$ cat src/rtl/ca_pkg.sv
// ============================================================================
// Module  : ca_pkg
// Brief   : Shared sizes and reader state encoding for the Rule 110 array slice.
// Rev     : 1.0  initial release
// ============================================================================
`default_nettype none

package ca_pkg;

   localparam int CA_CELLS  = 512;
   localparam int CA_WORD_W = 32;
   localparam int CA_GEN_W  = 16;

`ifdef CA_READER_HDR_EN
   typedef enum logic [1:0] {
      IDLE   = 2'd0,
      STREAM = 2'd1,
      HDR    = 2'd2
   } state_t;
`else
   typedef enum logic [1:0] {
      IDLE   = 2'd0,
      STREAM = 2'd1
   } state_t;
`endif

endpackage

`default_nettype wire

$ cat src/rtl/ca_state_reader_if.sv
// ============================================================================
// Module  : ca_state_reader_if
// Brief   : Valid/ready word stream carrying snapshot beats to a narrow consumer.
// Rev     : 1.0  initial release
// ============================================================================
`default_nettype none

interface ca_state_reader_if #(
   parameter int WORD_W = ca_pkg::CA_WORD_W
);
   logic              out_valid;
   logic              out_ready;
   logic              out_last;
   logic [WORD_W-1:0] out_data;

   modport master (
      output out_valid,
      output out_data,
      output out_last,
      input  out_ready
   );

   modport slave (
      input  out_valid,
      input  out_data,
      input  out_last,
      output out_ready
   );
endinterface

`default_nettype wire

$ cat src/rtl/ca_state_reader.sv
// ============================================================================
// Module  : ca_state_reader
// Brief   : Snapshots the automaton cell vector and streams it LSB word first;
//           CA_READER_HDR_EN prepends a generation-tag header beat per frame.
// Rev     : 1.0  initial release
// ============================================================================
`default_nettype none

module ca_state_reader
   import ca_pkg::*;
#(
   parameter int CELLS  = CA_CELLS,
   parameter int WORD_W = CA_WORD_W
) (
   input  wire logic                clk,
   input  wire logic                areset_n,
   input  wire logic [CELLS-1:0]    cells,
   input  wire logic                gen_tick,
   input  wire logic                snap_req,
   output logic                     busy,
   output logic [CA_GEN_W-1:0]      gen_count,
   ca_state_reader_if.master        rd
);

   localparam int WORDS = CELLS / WORD_W;
   localparam int IDX_W = (WORDS > 1) ? $clog2(WORDS) : 1;
   localparam logic [IDX_W-1:0] C_LAST_IDX = IDX_W'(WORDS - 1);
   localparam logic C_ONE_WORD = (WORDS == 1);

   state_t              r_state;
   logic [CELLS-1:0]    r_snap;
   logic [CA_GEN_W-1:0] r_gen;
   logic [IDX_W-1:0]    r_idx;
   logic                r_valid;
   logic                r_last;
   logic [WORD_W-1:0]   r_data;

   logic [WORD_W-1:0]   w_words [WORDS];
   logic                w_xfer;
   logic                w_capture;
   logic [IDX_W-1:0]    w_idx_nxt;

   generate
      for (genvar gi = 0; gi < WORDS; gi++) begin : g_words
         assign w_words[gi] = r_snap[gi*WORD_W +: WORD_W];
      end
   endgenerate

   assign w_xfer    = r_valid & rd.out_ready;
   // A request coinciding with the final transfer restarts without an idle bubble.
   assign w_capture = snap_req & ((r_state == IDLE) | (w_xfer & r_last));
   assign w_idx_nxt = r_idx + 1'b1;

   always_ff @(posedge clk or negedge areset_n) begin
      if (!areset_n) begin
         r_state <= IDLE;
         r_snap  <= '0;
         r_gen   <= '0;
         r_idx   <= '0;
         r_valid <= 1'b0;
         r_last  <= 1'b0;
         r_data  <= '0;
      end else begin
         if (gen_tick) begin
            r_gen <= r_gen + 1'b1;
         end

         if (w_capture) begin
            r_snap  <= cells;
            r_idx   <= '0;
            r_valid <= 1'b1;
`ifdef CA_READER_HDR_EN
            r_state <= HDR;
            r_data  <= WORD_W'(r_gen);
            r_last  <= 1'b0;
`else
            r_state <= STREAM;
            r_data  <= cells[WORD_W-1:0];
            r_last  <= C_ONE_WORD;
`endif
         end else if (w_xfer) begin
`ifdef CA_READER_HDR_EN
            if (r_state == HDR) begin
               r_state <= STREAM;
               r_data  <= w_words[0];
               r_last  <= C_ONE_WORD;
            end else
`endif
            if (r_last) begin
               r_state <= IDLE;
               r_valid <= 1'b0;
               r_last  <= 1'b0;
            end else begin
               r_idx  <= w_idx_nxt;
               r_data <= w_words[w_idx_nxt];
               r_last <= (w_idx_nxt == C_LAST_IDX);
            end
         end
      end
   end

   assign busy         = (r_state != IDLE);
   assign gen_count    = r_gen;
   assign rd.out_valid = r_valid;
   assign rd.out_last  = r_last;
   assign rd.out_data  = r_data;

endmodule

`default_nettype wire
$ cat src/flat_wrapper.sv
// flat-port wrapper written by rule: the top's interface ports become plain ports
module ca_state_reader_flat import ca_pkg::*;
#(
   parameter int CELLS  = CA_CELLS,
   parameter int WORD_W = CA_WORD_W
)
  (clk, areset_n, cells, gen_tick, snap_req, busy, gen_count, rd_out_valid, rd_out_data, rd_out_last, rd_out_ready);
  ca_state_reader_if #(.WORD_W(WORD_W)) rd_i ();
  input  wire logic clk;
  input  wire logic areset_n;
  input  wire logic [CELLS-1:0] cells;
  input  wire logic gen_tick;
  input  wire logic snap_req;
  output logic busy;
  output logic [CA_GEN_W-1:0] gen_count;
  output wire logic [$bits(rd_i.out_valid)-1:0] rd_out_valid;
  output wire logic [$bits(rd_i.out_data)-1:0] rd_out_data;
  output wire logic [$bits(rd_i.out_last)-1:0] rd_out_last;
  input wire logic [$bits(rd_i.out_ready)-1:0] rd_out_ready;
  assign rd_out_valid = rd_i.out_valid;
  assign rd_out_data = rd_i.out_data;
  assign rd_out_last = rd_i.out_last;
  assign rd_i.out_ready = rd_out_ready;
  ca_state_reader #(.CELLS(CELLS), .WORD_W(WORD_W)) u_core (.clk(clk), .areset_n(areset_n), .cells(cells), .gen_tick(gen_tick), .snap_req(snap_req), .busy(busy), .gen_count(gen_count), .rd(rd_i));
endmodule
$ cat config.mk
export PLATFORM = sky130hd
export DESIGN_NAME = ca_state_reader_flat
export DESIGN_NICKNAME = d
export VERILOG_FILES = /design/src/rtl/ca_pkg.sv /design/src/rtl/ca_state_reader_if.sv /design/src/rtl/ca_state_reader.sv /design/src/flat_wrapper.sv
export SDC_FILE = /design/constraint.sdc
export NUM_CORES = 1
export LEC_CHECK = 0
export CORE_ASPECT_RATIO = 0.7
export CORE_MARGIN = 4
export CORE_UTILIZATION = 50
export DETAILED_ROUTE_END_ITERATION = 10
export MAX_ROUTING_LAYER = met4
export PLACE_DENSITY_LB_ADDON = 0.25
export SETUP_SLACK_MARGIN = 0.3
export SLEW_MARGIN = 20
export SYNTH_ARGS = -nofsm -noshare
export SYNTH_HDL_FRONTEND = slang
export SYNTH_SLANG_ARGS = --single-unit
$ cat constraint.sdc
create_clock -name clk -period 6.5 [get_ports clk]
set_input_delay 0.975 -clock clk [delete_from_list [all_inputs] [get_ports clk]]
set_output_delay 0.975 -clock clk [all_outputs]
set_load 0.01 [all_outputs]
==> flow_summary.json, run 1 <==
{
  "netlist_instances": 1546,
  "max_freq_ghz": 0.2772,
  "end_kind": "register",
  "dpl-instance-area_um2": 31460,
  "relSlewSlack_pct": 18.32,
  "clock_path_buffers": 3,
  "core-area_um2": 49770,
  "power.total_mw": 15.23,
  "grt_use_met3_pct": 7.567,
  "layout.cells.non_filler": 2810,
  "nets": 2594,
  "clk_pin_slew_worst_paths_ns": 0.06,
  "timing.setup.tns_ns": 0,
  "grt_antenna_before_repair": 35,
  "start_util_pct": 51.11,
  "cts-root-buf": "clkbuf_16",
  "pwr-share-seq_pct": 41.1,
  "first_global_vias": 17270,
  "drv_slew": 0,
  "chipWidth_um": 277.6,
  "remaining_drc_errors": 0,
  "p_int_mw": 10.74,
  "clk_latency_ns": 0.60,
  "synth_common_cells": "566 x dfrtp_1, 545 x mux2_2, 109 x mux4_2",
  "cts_resized": 0,
  "maxCapViolations": 0,
  "clock_skew_ns": 0.02290,
  "placed_cells": 2682,
  "dp_hpwl_um": 48820,
  "fp.dieArea_um2": 54600,
  "r2r_cells": 7,
  "synth_edf_count": 0,
  "top_usage_layer": "met2",
  "drive_gt1_share_pct": 36.42,
  "synth_top_flop_cell": "dfrtp_1",
  "gp_congestion": 0.8174,
  "finalCritPeriodShare_pct": 55.50,
  "syn_to_final_growth_pct": 31.25,
  "power_frac_comb_pct": 37.1,
  "htree_levels": 2,
  "path_max_fanout": 36,
  "synth-seq-cells": 566,
  "drt-total-wl_um": 69500,
  "vias_per_cell": 5.559,
  "cts_hold_buf": 0,
  "die_y_um": 196.7,
  "yosysSeqAreaShare_pct": 55.68,
  "wire_per_inst_um": 24.73,
  "cts_tree": "yes",
  "tightest_slew_ns": 1.225,
  "hold_viol": 0,
  "via_count": 15620,
  "yosys.area.top_type": "dfrtp_1",
  "track_usage_pct": 25.72,
  "synth.distinct_cells": 42,
  "stdcell_area_um2": 33390,
  "worstHoldPathType": "in -> async",
  "gr-usage-met1_pct": 30.13,
  "numClockSinks": 566,
  "hold_slack_ns": 0.3708,
  "status": "completed",
  "start_kind": "register",
  "yosys.area.top_type_share_pct": 55.68,
  "grtUsageMet2_pct": 43.40,
  "rows": 68,
  "cp.required_ns": 6.92,
  "p_per_area_nw_per_um2": 456.1,
  "yosys-top-cells-area": "dfrtp_1 56%, mux2_2 24%, mux4_2 9.7%",
  "drt_first_iter_violations": 853,
  "syn-num-nets": 2066,
  "rsz0062_at_grt": "false",
  "grt_pass1_wl_um": 104300,
  "crit_arrival_ns": 4.03,
  "swShare_pct": 29.45,
  "ioPinCount": 568,
  "cts_inserted_buffers": 55,
  "synth_most_common_cell": "dfrtp_1",
  "ant_nets": 0,
  "period_needed_ns": 3.607,
  "power_leakage_nw": 13.78,
  "post_cts_buffers": 0,
  "switching_power_mw": 4.484,
  "ir_worst_vdd_mv": 0.4775,
  "yosys_warnings": 0,
  "dr.pass1.iters": 4,
  "setup_viol_count_final": 0,
  "syn_avg_cell_area_um2": 16.45,
  "io_buffers": 567,
  "grt_overflow": 0,
  "ys_async_sr_fraction_pct": 100.0,
  "crit_type": "reg -> reg",
  "grt_max_degree": 190,
  "synth_area_um2": 25440,
  "pwr-share-clk_pct": 21.7
}
[per-layer routing]
metal	routed length [um]	up-vias
met1	26890	8152
met4	1760	0
met3	4972	96
li1	-	6957
met5	0	-
met2	35880	415
[registers in the layout (all words and copies together), names as in the netlist]
| signal | flops |
|---|---|
| u_core.r_idx | 4 |
| u_core.rd.out_data | 32 |
| u_core.r_state | 1 |
| u_core.rd.out_last | 1 |
| u_core.gen_count | 16 |
| u_core.r_snap | 512 |
[final cells by class]
type                       instances  area, um2
antenna                           36      90.09
clock buffer                      75       1563
clock inverter                    17      277.8
fill                            3528      16390
inverter                           1      3.754
multi-input combinational        869      10580
sequential                       566      14170
tap                              665      832.0
timing repair buffer             581       5873
[critical path, cell delays in order (launching register included)]
cell      delay (ns)
dfrtp_4         0.89
ha_1            0.40
xor2_4          0.17
buf_4           0.43
buf_4           0.57
mux4_1          0.65
mux2i_1         0.16
o211ai_1        0.10
[worst paths after layout]
path / startpoint / end / slack (ns)
setup / recovery: u_core.r_idx[0] / u_core.rd.out_data[2] / 2.89
hold / removal: areset_n / u_core.r_snap[311] / 0.37
setup reg to reg: u_core.r_idx[0] / u_core.rd.out_data[2] / 2.89
hold reg to reg: u_core.gen_count[15] / u_core.gen_count[15] / 0.48
max in group asynchronous: areset_n / u_core.r_snap[217] / 4.53
min in group clk: u_core.gen_count[15] / u_core.gen_count[15] / 0.48
[cells in the final DEF, fill, tap and decap left out, types with 3 or more instances in the layout]
cell type          n
nand2b_1           3
nor2_1             5
mux4_1            15
o21ai_0            4
diode_2           36
nand3_1           37
a22oi_1           31
buf_4              7
bufinv_16          7
nand2_1           10
xor2_1             7
dfrtp_1          565
mux2_2           545
clkinv_2           7
mux4_2           109
o211ai_2           3
clkbuf_8           9
clkbuf_16         56
clkdlybuf4s50_1  566
mux2i_1           32
xnor2_1            8
nand4_1            5
buf_12             7
mux4_4             4
o211ai_1          29
clkbuf_1          10
[per-stage QoR]
stage	setup slack, ns	utilization, %
2_1_floorplan	3.639	-
6_report	2.893	67.08
3_3_place_gp	2.906	63.20
5_1_grt	2.647	67.07
4_1_cts	2.837	66.90
3_5_place_dp	2.863	63.20
[power by group through the flow]
stage	sequential [mW]	combinational, mW	clock, mW
floorplan	5.93	4.31	0
global placement	6.19	5.57	0
detailed placement	6.29	5.73	0
CTS	6.26	5.76	3.39
global route	6.47	6.10	3.52
finish	6.26	5.66	3.31
[cells by family after synthesis]
group	after synthesis	share of synthesized area [%]
muxes	705	36.98
DFF	566	55.68
buffers and inverters	111	2.971
AOI/OAI and AO/OA	73	2.154
and+or+nand+nor	71	1.422
xor gates and xnor gates	17	0.6444
adders and majority gates	3	0.1476
No activity file was read; power rests on OpenSTA's default activity.
==> inputs of run 2 (changes only) <==
--- a/config.mk
+++ b/config.mk
@@ -7,7 +7,7 @@
 export LEC_CHECK = 0
 export CORE_ASPECT_RATIO = 0.7
 export CORE_MARGIN = 4
-export CORE_UTILIZATION = 50
+export CORE_UTILIZATION = 46
 export DETAILED_ROUTE_END_ITERATION = 10
 export MAX_ROUTING_LAYER = met4
 export PLACE_DENSITY_LB_ADDON = 0.25
==> constraint.sdc (replaced) <==
create_clock -name clk -period 3.2 [get_ports clk]
set_input_delay 0.48 -clock clk [delete_from_list [all_inputs] [get_ports clk]]
set_output_delay 0.48 -clock clk [all_outputs]
set_load 0.01 [all_outputs]
==> run 2 against run 1 <==
Hold slack better by 0.029 ns. Register-to-register slack worse by 2.3 ns. Cell count rose by 3.1%. Combinational power rose by 110%. Clock skew down 0.0068 ns. Largest power group unchanged. Highest routed layer unchanged. Global-route usage fell by 1.4 points. Cell area grew 1.1%. Utilization down 4.8 points. Non-clock buffer count grew 25.
==> flow_summary.json, run 2 (synthesis gave the netlist of run 1 again) <==
{
  "rr_startpoint": "u_core.r_idx[0]",
  "relSlewSlack_pct": 33.00,
  "utilization_pct": 62.29,
  "track_usage_pct": 24.33,
  "ioPinCount": 568,
  "grt_antenna_before_repair": 22,
  "crit_type": "reg -> reg",
  "clock_path_buffers": 3,
  "cts_hold_buf": 1,
  "io_buffers": 567,
  "cp.required_ns": 3.62,
  "post_cts_buffers": 0,
  "cts_inserted_buffers": 55,
  "placed_cells": 2771,
  "htree_levels": 2,
  "switching_power_mw": 9.206,
  "rows": 71,
  "finalCritPeriodShare_pct": 80.83,
  "clk_pin_slew_worst_paths_ns": 0.06,
  "ant_nets": 0,
  "worstHoldPathType": "in -> async",
  "cts-root-buf": "clkbuf_16",
  "drv_slew": 0,
  "first_global_vias": 17550,
  "nets": 2619,
  "syn_to_final_growth_pct": 32.69,
  "max_freq_ghz": 0.3866,
  "power_leakage_nw": 13.94,
  "drt_first_iter_violations": 862,
  "rsz0062_at_grt": "false",
  "die_y_um": 204.7,
  "ff2ff_setup_slack_ns": 0.61,
  "start_util_pct": 46.94,
  "tightest_slew_ns": 1.005,
  "drive_gt1_share_pct": 37.00,
  "grt_pass1_wl_um": 106000,
  "core-area_um2": 54190,
  "pwr-share-seq_pct": 40.6,
  "cts_tree": "yes",
  "path_max_fanout": 33,
  "cts_resized": 0,
  "final_common_cell": "clkdlybuf4s50_1",
  "dp_hpwl_um": 51270,
  "p_int_mw": 21.91,
  "crit_arrival_ns": 3.01,
  "gp_congestion": 0.8415,
  "fp.dieArea_um2": 59180,
  "grt_overflow": 0,
  "drt-total-wl_um": 70590,
  "clock_skew_ns": 0.01615,
  "period_needed_ns": 2.586,
  "maxCapViolations": 0,
  "grt_max_degree": 111,
  "remaining_drc_errors": 0,
  "swShare_pct": 29.59,
  "mostFrequentLayoutCells": "566 x clkdlybuf4s50_1, 565 x dfrtp_1, 545 x mux2_2",
  "reg2reg_to": "u_core.rd.out_data[10]",
  "hold_slack_ns": 0.3998,
  "wire_per_inst_um": 24.37,
  "start_kind": "register",
  "largest-register": "u_core.r_snap",
  "setup_viol_count_final": 0,
  "hold_viol": 0,
  "numClockSinks": 566,
  "dr.pass1.iters": 4,
  "r2r_cells": 7,
  "layout.cells.non_filler": 2896,
  "end_kind": "register",
  "chipWidth_um": 289.1,
  "power_frac_comb_pct": 37.9,
  "p_per_area_nw_per_um2": 921.8,
  "vias_per_cell": 5.449,
  "status": "completed",
  "timing.setup.tns_ns": 0,
  "largest_reg_flops": 512,
  "via_count": 15780,
  "pwr-share-clk_pct": 21.5,
  "ir_worst_vdd_mv": 0.5428,
  "clk_latency_ns": 0.59
}
## run 2: critical path, stage by stage (launching register included)
cell	delay (ns)
dfrtp_4	0.49
inv_2	0.07
ha_4	0.51
buf_12	0.28
buf_4	0.34
mux4_2	0.36
mux2i_1	0.19
o211ai_1	0.12
## run 2: worst max-delay path by stage
stage               startpoint                      to  slack [ns]  cells past startpoint
2_1_floorplan  u_core.r_idx[0]  u_core.rd.out_data[25]        0.34                     12
3_3_place_gp      rd_out_ready      u_core.r_snap[426]        0.56                      6
3_5_place_dp      rd_out_ready      u_core.r_snap[206]        0.53                      6
4_1_cts        u_core.r_idx[0]  u_core.rd.out_data[10]        0.58                      7
5_1_grt        u_core.r_idx[0]   u_core.rd.out_data[1]        0.45                      6
6_report       u_core.r_idx[0]  u_core.rd.out_data[10]        0.61                      7
## run 2: power by group through the flow
stage	clock, mW	combinational (mW)	sequential [mW]
after floorplan	0	8.75	12.0
after global placement	0	11.7	12.5
after detailed placement	0	12.0	12.7
after CTS	6.83	12.1	12.6
after global routing	7.14	12.8	13.0
final	6.68	11.8	12.6
## run 2: layout make-up
type                            count  area (um2)
Fill cell                        4005       20440
Sequential cell                   566       14170
Multi-Input combinational cell    869       10580
Timing Repair Buffer              606        6188
Clock buffer                       85        1632
Tap cell                          730       913.4
Clock inverter                     16       211.5
Antenna cell                       23       57.56
Inverter                            1       3.754
## run 2: metrics by stage
step | area (um2) | setup WS [ns] | power [mW]
5_1_grt | 33750 | 0.4548 | 32.94
2_1_floorplan | 25440 | 0.3388 | 20.79
4_1_cts | 33690 | 0.5783 | 31.51
6_report | 33750 | 0.6136 | 31.11
3_3_place_gp | 31840 | 0.5644 | 24.21
3_5_place_dp | 31840 | 0.5302 | 24.72
## run 2: layer usage
layer | vias to the layer above | GRT usage, % | part of all wire (%)
li1 | 6986 | - | -
met1 | 8347 | 28.82 | 40
met2 | 370 | 42.07 | 52
met3 | 76 | 5.996 | 6.0
met4 | 0 | 6.090 | 1.8
met5 | - | - | 0
==> variant: new RTL, flow settings as in run 2 <==
Make the reset (`areset_n`) synchronous in one clocked block.
--- a/src/rtl/ca_state_reader.sv
+++ b/src/rtl/ca_state_reader.sv
@@ -51,7 +51,7 @@
    assign w_capture = snap_req & ((r_state == IDLE) | (w_xfer & r_last));
    assign w_idx_nxt = r_idx + 1'b1;
 
-   always_ff @(posedge clk or negedge areset_n) begin
+   always_ff @(posedge clk) begin
       if (!areset_n) begin
          r_state <= IDLE;
          r_snap  <= '0;
Function: differs if areset_n is asserted again (counterexample within 4 cycles, from zero or initial values and one cycle with areset_n low); with areset_n held inactive, the same outputs for 4 cycles.
==> variant against run 2 <==
  * Critical path depth stayed put
  * Die area decreased by 7.0%
  * Sequential cell count stayed put
  * Cell area decreased by 5.6%
  * Routed wire length up 27%
  * First-iteration DRC count rose to 2.6 times the old value
  * Area after synthesis decreased by 7.3%
  * Setup slack worse by 0.32 ns
Power is not compared: it rests on default switching activity, and its combinational part moved more than twofold at a synthesized area within 25%.
==> variant: results <==
group,metric,value,unit
layout,finalNetCount,3703,
synth,synthAdderAreaFrac,0.1592,%
clock_network,numCtsBuffers,54,
layout,num-fill-cells,4194,
place,dp_hpwl,66.99,mm
synth,ys_seq_area_share,48.04,%
detailed_routing,detailedRoute.firstIterationViolations,2241,
critical_path,crit_path_top_delay_cell,"a2111oi_0",
detailed_routing,dr.pass1.iters,6,
synth,postSynth.asyncResetShare,0,%
place,post-place-ws,0.2194,ns
layout,fin_cells,3913,
synth,synth_mux_area_share,12.27,%
critical_path,r2r_slack,0.29,ns
sta,worst_pin_slew,0.9434,ns
place,place.gp.congestion,0.9348,
detailed_routing,finalWirelength,89.74,mm
critical_path,crit_family,"compound AO/OA/AOI/OAI gates",
synth,yosysUniqueCellTypes,37,
synth,synth_area_leaders,"dfxtp_1 (48%), nand2_1 (16%), mux4_2 (12%)",
critical_path,crit_fanout,47,
global_routing,antenna_found_initial,17,
global_routing,grt_pass1_vias,21732,
global_routing,grtUsageTotal,32.12,%
synth,synth_xor_area_share,0.5570,%
synth,syn_inst,2754,
sta,finalClockSkew,0.02133,ns
place,place_area,0.02987,mm2
synth,synth_fp_nets,3274,
place,dp.cells,3800,
outcome,status,"finished clean",
layout,drive_above_1_share,8.871,%
critical_path,worst_r2r_endpoint,"u_core.rd.out_data[1]",
synth,synth_compound_area_share,14.67,%
detailed_routing,viasPerCell,5.704,
-- variant: cell types whose count changed after synthesis, moves of 36 or more --
| cell | before | now |
|---|---|---|
| mux2_2 | 545 | 0 |
| dfxtp_1 | 0 | 566 |
| dfrtp_1 | 566 | 0 |
| a21oi_1 | 2 | 520 |
| a2111oi_0 | 0 | 41 |
| clkbuf_1 | 17 | 194 |
| nand2_1 | 10 | 1036 |
| nor2b_1 | 2 | 65 |
| buf_2 | 61 | 25 |
-- variant: how the worst max path moves through the flow --
stage / start / to / slack (ns) / depth (start not counted)
floorplan: u_core.r_idx[0] / u_core.rd.out_data[14] / 0.44 / 11
global route: u_core.r_idx[0] / u_core.rd.out_data[20] / 0.35 / 7
global placement: rd_out_ready / u_core.rd.out_data[11] / 0.30 / 6
finish: u_core.r_idx[0] / u_core.rd.out_data[1] / 0.29 / 7
detailed placement: rd_out_ready / u_core.rd.out_data[19] / 0.22 / 6
CTS: u_core.r_idx[0] / u_core.rd.out_data[19] / 0.32 / 7
-- variant: cell type report --
| cell class | count | share of cell area, % |
|---|---|---|
| multi-input combinational | 1945 | 35.65 |
| tap | 674 | 2.646 |
| timing repair buffer | 613 | 19.95 |
| antenna | 15 | 0.1178 |
| inverter | 3 | 0.05889 |
| clock inverter | 18 | 0.8716 |
| clock buffer | 79 | 5.135 |
| sequential | 566 | 35.57 |
-- variant: stage by stage --
| stage | utilization (%) | hold slack (ns) |
|---|---|---|
| 2_1_floorplan | - | 0.4331 |
| 3_3_place_gp | 58.85 | 0.4389 |
| 3_5_place_dp | 58.85 | 0.4433 |
| 4_1_cts | 62.65 | 0.4221 |
| 5_1_grt | 62.78 | 0.4417 |
| 6_report | 62.78 | 0.4445 |
-- variant: logic make-up (layout without fill, tap and decap cells) --
kind of cell | count (synthesis) | after routing
other cells | 0 | 15
mux | 129 | 129
compound gates | 623 | 623
fa+ha+maj | 3 | 3
xor+xnor | 15 | 16
flops | 566 | 566
simple gates | 1174 | 1174
buf+inv | 244 | 713
-- variant: repair_timing --
| action | in CTS | in global routing |
|---|---|---|
| endpoints found under the setup margin | 1 | 5 |
| gates cloned | 1 | 0 |
| gates resized for setup | 0 | 5 |
-- variant: metal layers --
layer	up-vias	GRT usage [%]	part of all wire [%]
met5	-	-	0
met4	0	9.719	3.3
met3	147	6.014	9.0
met2	1076	48.60	45
met1	10810	44.20	43
li1	10287	-	-
-- variant: where the power goes --
group	total, mW	internal (mW)	switching (mW)
Clock	6.89	4.10	2.79
Sequential	7.73	7.46	0.273
Combinational	2.51	1.25	1.27
Total	17.1	12.8	4.33
-- variant: worst register-to-register path, stage by stage (launching register included) --
cell and delay (ns):
dfxtp_4 0.34, buf_4 0.14, buf_12 0.31, mux4_2 0.67
nor2b_1 0.17, a2111oi_0 0.86, buf_4 0.23, nor4_1 0.05
